`src/rtl/imem_dmem_arbiter_pkg.sv`:
```
// mem_arb_pkg: shared state/owner types and data widths for the imem/dmem arbiter.
package mem_arb_pkg;
    typedef enum logic [1:0] {IDLE, REQ, WAIT, RESP} arb_state_t;
    typedef enum logic {OWN_IF, OWN_DM} arb_owner_t;
    localparam int MEM_DATA_W = 64;
    localparam int INSTR_W = 32;
endpackage

```
`src/rtl/imem_dmem_arbiter_if.sv`:
```
// imem_dmem_arbiter_if: fetch, load/store and memory-port signals of the arbiter.
interface imem_dmem_arbiter_if #(parameter int ADDR_W = 64);
    import mem_arb_pkg::*;
    logic                  i_if_req;
    logic [ADDR_W-1:0]     i_if_addr;
    logic                  i_flush;
    logic                  o_if_valid;
    logic [INSTR_W-1:0]    o_if_instr;
    logic                  o_if_stall;
    logic                  i_dm_req;
    logic                  i_dm_we;
    logic [ADDR_W-1:0]     i_dm_addr;
    logic [MEM_DATA_W-1:0] i_dm_wdata;
    logic [7:0]            i_dm_wstrb;
    logic                  o_dm_done;
    logic [MEM_DATA_W-1:0] o_dm_rdata;
    logic                  o_mem_req;
    logic                  o_mem_we;
    logic [ADDR_W-1:0]     o_mem_addr;
    logic [MEM_DATA_W-1:0] o_mem_wdata;
    logic [7:0]            o_mem_wstrb;
    logic                  i_mem_gnt;
    logic                  i_mem_rvalid;
    logic [MEM_DATA_W-1:0] i_mem_rdata;
    modport slave (
        input  i_if_req, i_if_addr, i_flush, i_dm_req, i_dm_we, i_dm_addr, i_dm_wdata, i_dm_wstrb,
               i_mem_gnt, i_mem_rvalid, i_mem_rdata,
        output o_if_valid, o_if_instr, o_if_stall, o_dm_done, o_dm_rdata,
               o_mem_req, o_mem_we, o_mem_addr, o_mem_wdata, o_mem_wstrb
    );
    modport master (
        output i_if_req, i_if_addr, i_flush, i_dm_req, i_dm_we, i_dm_addr, i_dm_wdata, i_dm_wstrb,
               i_mem_gnt, i_mem_rvalid, i_mem_rdata,
        input  o_if_valid, o_if_instr, o_if_stall, o_dm_done, o_dm_rdata,
               o_mem_req, o_mem_we, o_mem_addr, o_mem_wdata, o_mem_wstrb
    );
endinterface

```
`src/rtl/imem_dmem_arbiter.sv`:
```
// imem_dmem_arbiter: shares one memory port between fetch and load/store, data first with a bounded streak.
module imem_dmem_arbiter
    import mem_arb_pkg::*;
#(
    parameter int ADDR_W          = 64,
    parameter int MAX_DATA_STREAK = 4
) (
    input  logic                i_clk,
    input  logic                i_rst_n,
    imem_dmem_arbiter_if.slave  bus
);
    localparam int SW = $clog2(MAX_DATA_STREAK + 1);
    localparam logic [SW-1:0] SMAX = SW'(MAX_DATA_STREAK);

    arb_state_t state, state_n;
    arb_owner_t owner;
    logic [SW-1:0] streak;
    logic discard;
    logic any_req, dm_win;

    assign bus.o_if_stall = bus.i_if_req && !bus.o_if_valid;

    always_comb begin
        state_n = state;
        any_req = bus.i_if_req || bus.i_dm_req;
        dm_win = bus.i_dm_req && !(streak == SMAX && bus.i_if_req);
        case (state)
            IDLE:    state_n = any_req ? REQ : IDLE;
            REQ:     state_n = bus.i_mem_gnt ? WAIT : REQ;
            WAIT:    state_n = bus.i_mem_rvalid ? RESP : WAIT;
            default: state_n = IDLE;
        endcase
    end

    always_ff @(posedge i_clk or negedge i_rst_n) begin
        if (!i_rst_n) begin
            state           <= IDLE;
            owner           <= OWN_IF;
            streak          <= '0;
            discard         <= 1'b0;
            bus.o_mem_req   <= 1'b0;
            bus.o_mem_we    <= 1'b0;
            bus.o_mem_addr  <= '0;
            bus.o_mem_wdata <= '0;
            bus.o_mem_wstrb <= '0;
            bus.o_if_valid  <= 1'b0;
            bus.o_if_instr  <= '0;
            bus.o_dm_done   <= 1'b0;
            bus.o_dm_rdata  <= '0;
        end else begin
            state          <= state_n;
            bus.o_if_valid <= 1'b0;
            bus.o_dm_done  <= 1'b0;
            if (state == IDLE && any_req) begin
                owner           <= dm_win ? OWN_DM : OWN_IF;
                // a data win with fetch waiting implies streak < max, so no saturation needed
                streak          <= (dm_win && bus.i_if_req) ? streak + 1'b1 : '0;
                bus.o_mem_req   <= 1'b1;
                bus.o_mem_we    <= dm_win && bus.i_dm_we;
                bus.o_mem_addr  <= dm_win ? bus.i_dm_addr : bus.i_if_addr;
                bus.o_mem_wdata <= dm_win ? bus.i_dm_wdata : '0;
                bus.o_mem_wstrb <= dm_win ? bus.i_dm_wstrb : '0;
            end
            if (state == REQ && bus.i_mem_gnt)
                bus.o_mem_req <= 1'b0;
            if (state != IDLE && owner == OWN_IF && bus.i_flush)
                discard <= 1'b1;
            if (state == WAIT && bus.i_mem_rvalid) begin
                if (owner == OWN_DM) begin
                    bus.o_dm_done  <= 1'b1;
                    bus.o_dm_rdata <= bus.i_mem_rdata;
                end else if (!(discard || bus.i_flush)) begin
                    bus.o_if_valid <= 1'b1;
                    bus.o_if_instr <= bus.o_mem_addr[2] ? bus.i_mem_rdata[63:32] : bus.i_mem_rdata[31:0];
                end
            end
            if (state == RESP)
                discard <= 1'b0;
        end
    end

    assert property (@(posedge i_clk) disable iff (!i_rst_n)
        !(state == REQ && bus.i_mem_gnt && bus.i_mem_rvalid));
endmodule
```
`src/flat_wrapper.sv`:
```
// flat-port wrapper written by rule: the top's interface ports become plain ports
module imem_dmem_arbiter_flat import mem_arb_pkg::*;
#(
    parameter int ADDR_W          = 64,
    parameter int MAX_DATA_STREAK = 4
)
  (i_clk, i_rst_n, bus_i_if_req, bus_i_if_addr, bus_i_flush, bus_i_dm_req, bus_i_dm_we, bus_i_dm_addr, bus_i_dm_wdata, bus_i_dm_wstrb, bus_i_mem_gnt, bus_i_mem_rvalid, bus_i_mem_rdata, bus_o_if_valid, bus_o_if_instr, bus_o_if_stall, bus_o_dm_done, bus_o_dm_rdata, bus_o_mem_req, bus_o_mem_we, bus_o_mem_addr, bus_o_mem_wdata, bus_o_mem_wstrb);
  imem_dmem_arbiter_if #(.ADDR_W(ADDR_W)) bus_i ();
  input  logic i_clk;
  input  logic i_rst_n;
  input wire logic [$bits(bus_i.i_if_req)-1:0] bus_i_if_req;
  input wire logic [$bits(bus_i.i_if_addr)-1:0] bus_i_if_addr;
  input wire logic [$bits(bus_i.i_flush)-1:0] bus_i_flush;
  input wire logic [$bits(bus_i.i_dm_req)-1:0] bus_i_dm_req;
  input wire logic [$bits(bus_i.i_dm_we)-1:0] bus_i_dm_we;
  input wire logic [$bits(bus_i.i_dm_addr)-1:0] bus_i_dm_addr;
  input wire logic [$bits(bus_i.i_dm_wdata)-1:0] bus_i_dm_wdata;
  input wire logic [$bits(bus_i.i_dm_wstrb)-1:0] bus_i_dm_wstrb;
  input wire logic [$bits(bus_i.i_mem_gnt)-1:0] bus_i_mem_gnt;
  input wire logic [$bits(bus_i.i_mem_rvalid)-1:0] bus_i_mem_rvalid;
  input wire logic [$bits(bus_i.i_mem_rdata)-1:0] bus_i_mem_rdata;
  output wire logic [$bits(bus_i.o_if_valid)-1:0] bus_o_if_valid;
  output wire logic [$bits(bus_i.o_if_instr)-1:0] bus_o_if_instr;
  output wire logic [$bits(bus_i.o_if_stall)-1:0] bus_o_if_stall;
  output wire logic [$bits(bus_i.o_dm_done)-1:0] bus_o_dm_done;
  output wire logic [$bits(bus_i.o_dm_rdata)-1:0] bus_o_dm_rdata;
  output wire logic [$bits(bus_i.o_mem_req)-1:0] bus_o_mem_req;
  output wire logic [$bits(bus_i.o_mem_we)-1:0] bus_o_mem_we;
  output wire logic [$bits(bus_i.o_mem_addr)-1:0] bus_o_mem_addr;
  output wire logic [$bits(bus_i.o_mem_wdata)-1:0] bus_o_mem_wdata;
  output wire logic [$bits(bus_i.o_mem_wstrb)-1:0] bus_o_mem_wstrb;
  assign bus_i.i_if_req = bus_i_if_req;
  assign bus_i.i_if_addr = bus_i_if_addr;
  assign bus_i.i_flush = bus_i_flush;
  assign bus_i.i_dm_req = bus_i_dm_req;
  assign bus_i.i_dm_we = bus_i_dm_we;
  assign bus_i.i_dm_addr = bus_i_dm_addr;
  assign bus_i.i_dm_wdata = bus_i_dm_wdata;
  assign bus_i.i_dm_wstrb = bus_i_dm_wstrb;
  assign bus_i.i_mem_gnt = bus_i_mem_gnt;
  assign bus_i.i_mem_rvalid = bus_i_mem_rvalid;
  assign bus_i.i_mem_rdata = bus_i_mem_rdata;
  assign bus_o_if_valid = bus_i.o_if_valid;
  assign bus_o_if_instr = bus_i.o_if_instr;
  assign bus_o_if_stall = bus_i.o_if_stall;
  assign bus_o_dm_done = bus_i.o_dm_done;
  assign bus_o_dm_rdata = bus_i.o_dm_rdata;
  assign bus_o_mem_req = bus_i.o_mem_req;
  assign bus_o_mem_we = bus_i.o_mem_we;
  assign bus_o_mem_addr = bus_i.o_mem_addr;
  assign bus_o_mem_wdata = bus_i.o_mem_wdata;
  assign bus_o_mem_wstrb = bus_i.o_mem_wstrb;
  imem_dmem_arbiter #(.ADDR_W(ADDR_W), .MAX_DATA_STREAK(MAX_DATA_STREAK)) u_core (.i_clk(i_clk), .i_rst_n(i_rst_n), .bus(bus_i));
endmodule
```
`config.mk`:
```
export PLATFORM = sky130hd
export DESIGN_NAME = imem_dmem_arbiter_flat
export DESIGN_NICKNAME = d
export VERILOG_FILES = /design/src/rtl/imem_dmem_arbiter_pkg.sv /design/src/rtl/imem_dmem_arbiter_if.sv /design/src/rtl/imem_dmem_arbiter.sv /design/src/flat_wrapper.sv
export SDC_FILE = /design/constraint.sdc
export NUM_CORES = 1
export LEC_CHECK = 0
export ABC_AREA = 1
export CAP_MARGIN = 40
export CORE_AREA = 4 4 196 198
export CTS_BUF_LIST = sky130_fd_sc_hd__clkbuf_16
export CTS_CLUSTER_DIAMETER = 80
export CTS_CLUSTER_SIZE = 12
export DETAILED_ROUTE_END_ITERATION = 10
export DIE_AREA = 0 0 200 202
export SKIP_CTS_REPAIR_TIMING = 1
export SLEW_MARGIN = 20
export SYNTH_ARGS = -nofsm -noshare
export SYNTH_HDL_FRONTEND = slang
export SYNTH_SLANG_ARGS = --single-unit
```
`constraint.sdc`:
```
create_clock -name i_clk -period 2.8 [get_ports i_clk]
set_input_delay 0.56 -clock i_clk [delete_from_list [all_inputs] [get_ports i_clk]]
set_output_delay 0.56 -clock i_clk [all_outputs]
set_load 0.02 [all_outputs]
```
# After elaboration in Yosys (flattened, before gate mapping)
# Index checks and enable logic that the tools add are counted.
dict set report totals {
  ff_bits 243
  in_bits 272
  wordCells 59
}
dict set report op_classes {
  add_sub_neg 1
  eq_ne 4
  n_mux 19
  n_bitwise 2
  n_reduce_logical 20
}
# cell count
set ops {}
lappend ops {{64-bit 2-to-1 mux} 2}
lappend ops {{32-bit 2-to-1 mux} 1}
lappend ops {{1-bit 2-to-1 mux} 12}
lappend ops {{1-bit logical AND} 10}
lappend ops {{8-bit 2-to-1 mux} 1}
lappend ops {{2-bit case mux with 3 select lines} 1}
lappend ops {{2-bit nonzero test} 3}
lappend ops {{2-bit == test (second input constant)} 2}
lappend ops {{3-bit by 1-bit adder with 3-bit output (second input constant)} 1}
lappend ops {{3-bit == test (second input constant)} 1}
lappend ops {{3-bit 2-to-1 mux} 1}
lappend ops {{3-bit AND reduction} 1}
lappend ops {{2-bit by 1-bit == test with 1-bit output (second input constant)} 1}
lappend ops {{1-bit logical NOT} 2}
lappend ops {{2-bit logical NOT} 1}
lappend ops {{1-bit logical OR} 2}
lappend ops {{2-bit 2-to-1 mux} 1}
lappend ops {{1-bit NOT} 2}
lappend ops {{2-bit AND reduction} 1}

# Longest topological paths before layout
dict set report depth {
  word_depth 6
  depth_mapped 9
  depth_no_buf 7
}

# Worst setup path before layout
# No wires, ideal clock.
dict set report synth_timing {
  path_type {register -> register}
  start {register u_core.streak[0]}
  end {register u_core.bus.o_mem_addr[13] in the netlist's numbering}
  arrival_time_ps 1345
  required_ps 2682
  setup_slack_ps 1338
  stages_incl_launch_ff 9
  period_less_slack_ps 1462
  path_cell_list {dfrtp_1 inv_1 ha_1 nand3_1 buf_2 buf_1 nand3_1 nand3_1 nand2_1}
}
dict set report synth_between {
  elab_chain_cells 5
}
# item line
set synth_rtl {}
lappend synth_rtl {{from (decl)} imem_dmem_arbiter.sv:17} ;# logic [SW-1:0] streak;
lappend synth_rtl {{from (signal assigned)} imem_dmem_arbiter.sv:57} ;# streak <= (dm_win && bus.i_if_req) ? streak + 1'b1 : '0;
lappend synth_rtl {{3-bit == test} imem_dmem_arbiter.sv:26} ;# dm_win = bus.i_dm_req && !(streak == SMAX && bus.i_if_req);
lappend synth_rtl {{1-bit logical AND} imem_dmem_arbiter.sv:26}
lappend synth_rtl {{1-bit logical NOT} imem_dmem_arbiter.sv:26}
lappend synth_rtl {{1-bit logical AND} imem_dmem_arbiter.sv:26}
lappend synth_rtl {{64-bit 2-to-1 mux} imem_dmem_arbiter.sv:60} ;# bus.o_mem_addr <= dm_win ? bus.i_dm_addr : bus.i_if_addr;
lappend synth_rtl {{to (signal assigned)} imem_dmem_arbiter.sv:60}
lappend synth_rtl {{to (decl)} imem_dmem_arbiter_if.sv:29} ;# o_mem_req, o_mem_we, o_mem_addr, o_mem_wdata, o_mem_wstrb
# No other way between the ends.
# A chain may end at the register's enable or synchronous reset.

# Worst setup path in the final report
dict set report layout_timing {
  start {input port bus_i_if_req}
  end {output port bus_o_if_stall}
}
dict set report layout_between {
  elab_chain_cells 1
}
# item line
set layout_rtl {}
lappend layout_rtl {{from (decl)} flat_wrapper.sv:11} ;# input wire logic [$bits(bus_i.i_if_req)-1:0] bus_i_if_req;
lappend layout_rtl {{1-bit logical AND} imem_dmem_arbiter.sv:21} ;# assign bus.o_if_stall = bus.i_if_req && !bus.o_if_valid;
lappend layout_rtl {{to (decl)} flat_wrapper.sv:24} ;# output wire logic [$bits(bus_i.o_if_stall)-1:0] bus_o_if_stall;
# No other way between the ends.

==> reports/metrics.yaml <==
drv_cap: 0
start_util_pct: 29.67
port_buffers: 508
post-synth-top-count-cell: "nand2_1"
cts.clk_slew.worst_paths_ns: 0.07
firstDrtPassIters: 5
drt_iter0_drc: 427
layout-drive-gt1-share_pct: 3.627
reg2reg_to: "u_core.bus.o_mem_addr[50]"
synth_area_um2: 10840
grt-ovfl-total: 0
clockBufferDepth: 3
core_area_um2: 36520
ys_seq_elements: 243
place_ws_ns: 0.2487
p_sw_mw: 7.222
clkSinkCount: 243
place_congestion: 0.8395
p_leak_nw: 8.689
cts_tree: "built"
reg2reg_depth: 7
synth_area_leaders: "dfrtp_1 (56%), nand2_1 (24%), nand3_1 (6.3%)"
drc_errors: 0
internal-power_mw: 10.60
synthXorXnorAreaFrac_pct: 0.08082
ys_warn_count: 0
core.rowCount: 70
syn_area_per_cell_um2: 7.802
synth_fa_ha_area_share_pct: 0.2309
wirelength_um: 39880
reg2reg_slack_ns: 0.95
track_usage_pct: 18.89
crit_path_end_kind: "primary output"
worstPathArrival_ns: 1.99
worst_path_max_delay_cell: "clkdlybuf4s50_1"
path_cells: "clkdlybuf4s50_1 > inv_1 > nor2_1 > clkdlybuf4s50_1"
fmax_mhz: 391.6
holdWs_ns: 0.04000
vias: 10405
synth_mux_area_share_pct: 0
ys.flop_type: "dfrtp_1"
clock_latency_ns: 0.53
hold_violations: 0
pwr_density_cell_nw_per_um2: 1048
slew_violations: 0
antennaDiodeCount: 0
async_flop_share_pct: 100.0
path_common_cell: "clkdlybuf4s50_1"
crit_fanout: 4
required_ns: 2.24
fin_ws_ns: 0.2465
dieArea_um2: 40400
cp-startpoint: "bus_i_if_req"
synthSimpleGateAreaFrac_pct: 30.37
synth_fp_nets: 1663
peakVddDrop_mv: 0.5307
seqPwrFrac_pct: 33.5
worst-setup-path-type: "in -> out"
nets: 2147
area_growth_pct: 57.04
fin_tns_setup_ns: 0
fin_crit_sh_pct: 91.20
die_h_um: 202
cts-root-buf: "clkbuf_16"
yosysTopAreaCell: "dfrtp_1"
slew_headroom_pct: 47.04
antenna_left: 0
grt_max_degree: 82
clock_skew_ns: 0.009544
ys_types: 21
netlist_top_cells_count: "nand2_1 (679), dfrtp_1 (243), inv_1 (169)"
clkPwrFrac_pct: 16.7
synth-edff-count: 0
p_sw_share_pct: 40.51
synth_top_area_share_pct: 56.11
worstReg2RegStart: "u_core.streak[0]"
finalCriticalPeriod_ns: 2.554
vias_per_cell: 4.441
synth_top_family_by_area: "simple AND/OR/NAND/NOR gates"
dieWidth_um: 200
status: "completed"
rsz0062_at_grt: "no"
start_kind: "primary input"
hp-class: "in -> async"
tightest_slew_ns: 0.7945
grt_pass1_wl_um: 61060
setup_violations: 0
grt_pass1_vias: 10633
syn_inst: 1389
hpwl_um: 29030
p_comb_share_pct: 49.8
numCtsBuffers: 25
cts_max_level: 1
ys_seq_area_share_pct: 56.11
num_io_pins: 509
critPathMaxStageDelay_ns: 0.61
wl_per_cell_um: 17.02
antenna_found_initial: 1
synth-compound-area-share_pct: 3.187
critPathCapture: "bus_o_if_stall"
final cells by class:
cell class                 instances  area (um2)
tap                              468       585.6
timing repair buffer             533        5360
multi-input combinational        896        3677
fill                            3590       19510
clock buffer                      25       625.6
inverter                         174       655.6
clock inverter                     4       31.28
sequential                       243        6082
registers in the layout, indices dropped and copies added (netlist names):
name / count
u_core.bus.o_mem_wdata: 64
u_core.state: 2
u_core.bus.o_if_valid: 1
u_core.discard: 1
u_core.streak: 3
u_core.owner: 1
u_core.bus.o_mem_req: 1
u_core.bus.o_mem_we: 1
u_core.bus.o_mem_wstrb: 8
u_core.bus.o_dm_rdata: 64
u_core.bus.o_if_instr: 32
u_core.bus.o_mem_addr: 64
u_core.bus.o_dm_done: 1
cells by family after synthesis:
logic type,count (synthesis)
AO/OA/AOI/OAI,68
XOR/XNOR,1
adder cells (fa/ha/maj),2
buffers and inverters,250
flip-flops,243
AND/OR/NAND/NOR,825
worst max-delay path: cells and delay by family:
family	cells	cell delay, ns
AND/OR/NAND/NOR	1	0.11
buffers and inverters	3	1.31
power groups by stage:
stage | combinational [mW] | clock (mW) | sequential, mW
2_1_floorplan | 2.58 | 0 | 7.81
3_3_place_gp | 8.92 | 0 | 5.97
3_5_place_dp | 9.00 | 0 | 6.00
4_1_cts | 9.02 | 3.09 | 5.98
5_1_grt | 9.62 | 3.22 | 6.17
6_report | 8.88 | 2.98 | 5.97
stage by stage:
step / utilization (%) / power, mW / instances / area [um2]
3_3_place_gp: 44.80 / 14.89 / 2314 / 16360
4_1_cts: 46.59 / 18.09 / 2343 / 17020
3_5_place_dp: 44.80 / 14.99 / 2314 / 16360
2_1_floorplan: - / 10.40 / 1389 / 10840
5_1_grt: 46.59 / 19.01 / 2343 / 17020
6_report: 46.59 / 17.83 / 2343 / 17020
layer usage:
metal | track usage [%] | share of wire, %
met5 | 0 | 0.033
met4 | 5.022 | 2.8
met3 | 6.768 | 11
met2 | 32.33 | 48
met1 | 22.43 | 39
cell usage in the layout (no fill, tap or decap), drive strengths merged:
cell type,instances
a21boi,1
buf,27
clkbuf,25
clkdlybuf4s50,506
clkinvlp,1
dfrtp,243
ha,2
inv,177
nand2,680
nand3,136
nor2,8
nor3,1
o21ai,66
o21bai,1
xor2,1
worst min-delay path by stage:
stage | cells after the start | startpoint | endpoint | slack, ns
2_1_floorplan | 0 | i_rst_n | u_core.bus.o_dm_done | 0.26
3_3_place_gp | 2 | u_core.bus.o_if_instr[19] | u_core.bus.o_if_instr[19] | 0.45
3_5_place_dp | 2 | u_core.bus.o_if_instr[17] | u_core.bus.o_if_instr[17] | 0.46
4_1_cts | 1 | i_rst_n | u_core.bus.o_dm_rdata[6] | 0.06
5_1_grt | 1 | i_rst_n | u_core.bus.o_dm_rdata[6] | 0.08
6_report | 1 | i_rst_n | u_core.bus.o_mem_addr[44] | 0.04
(Power assumes the default switching activity.)
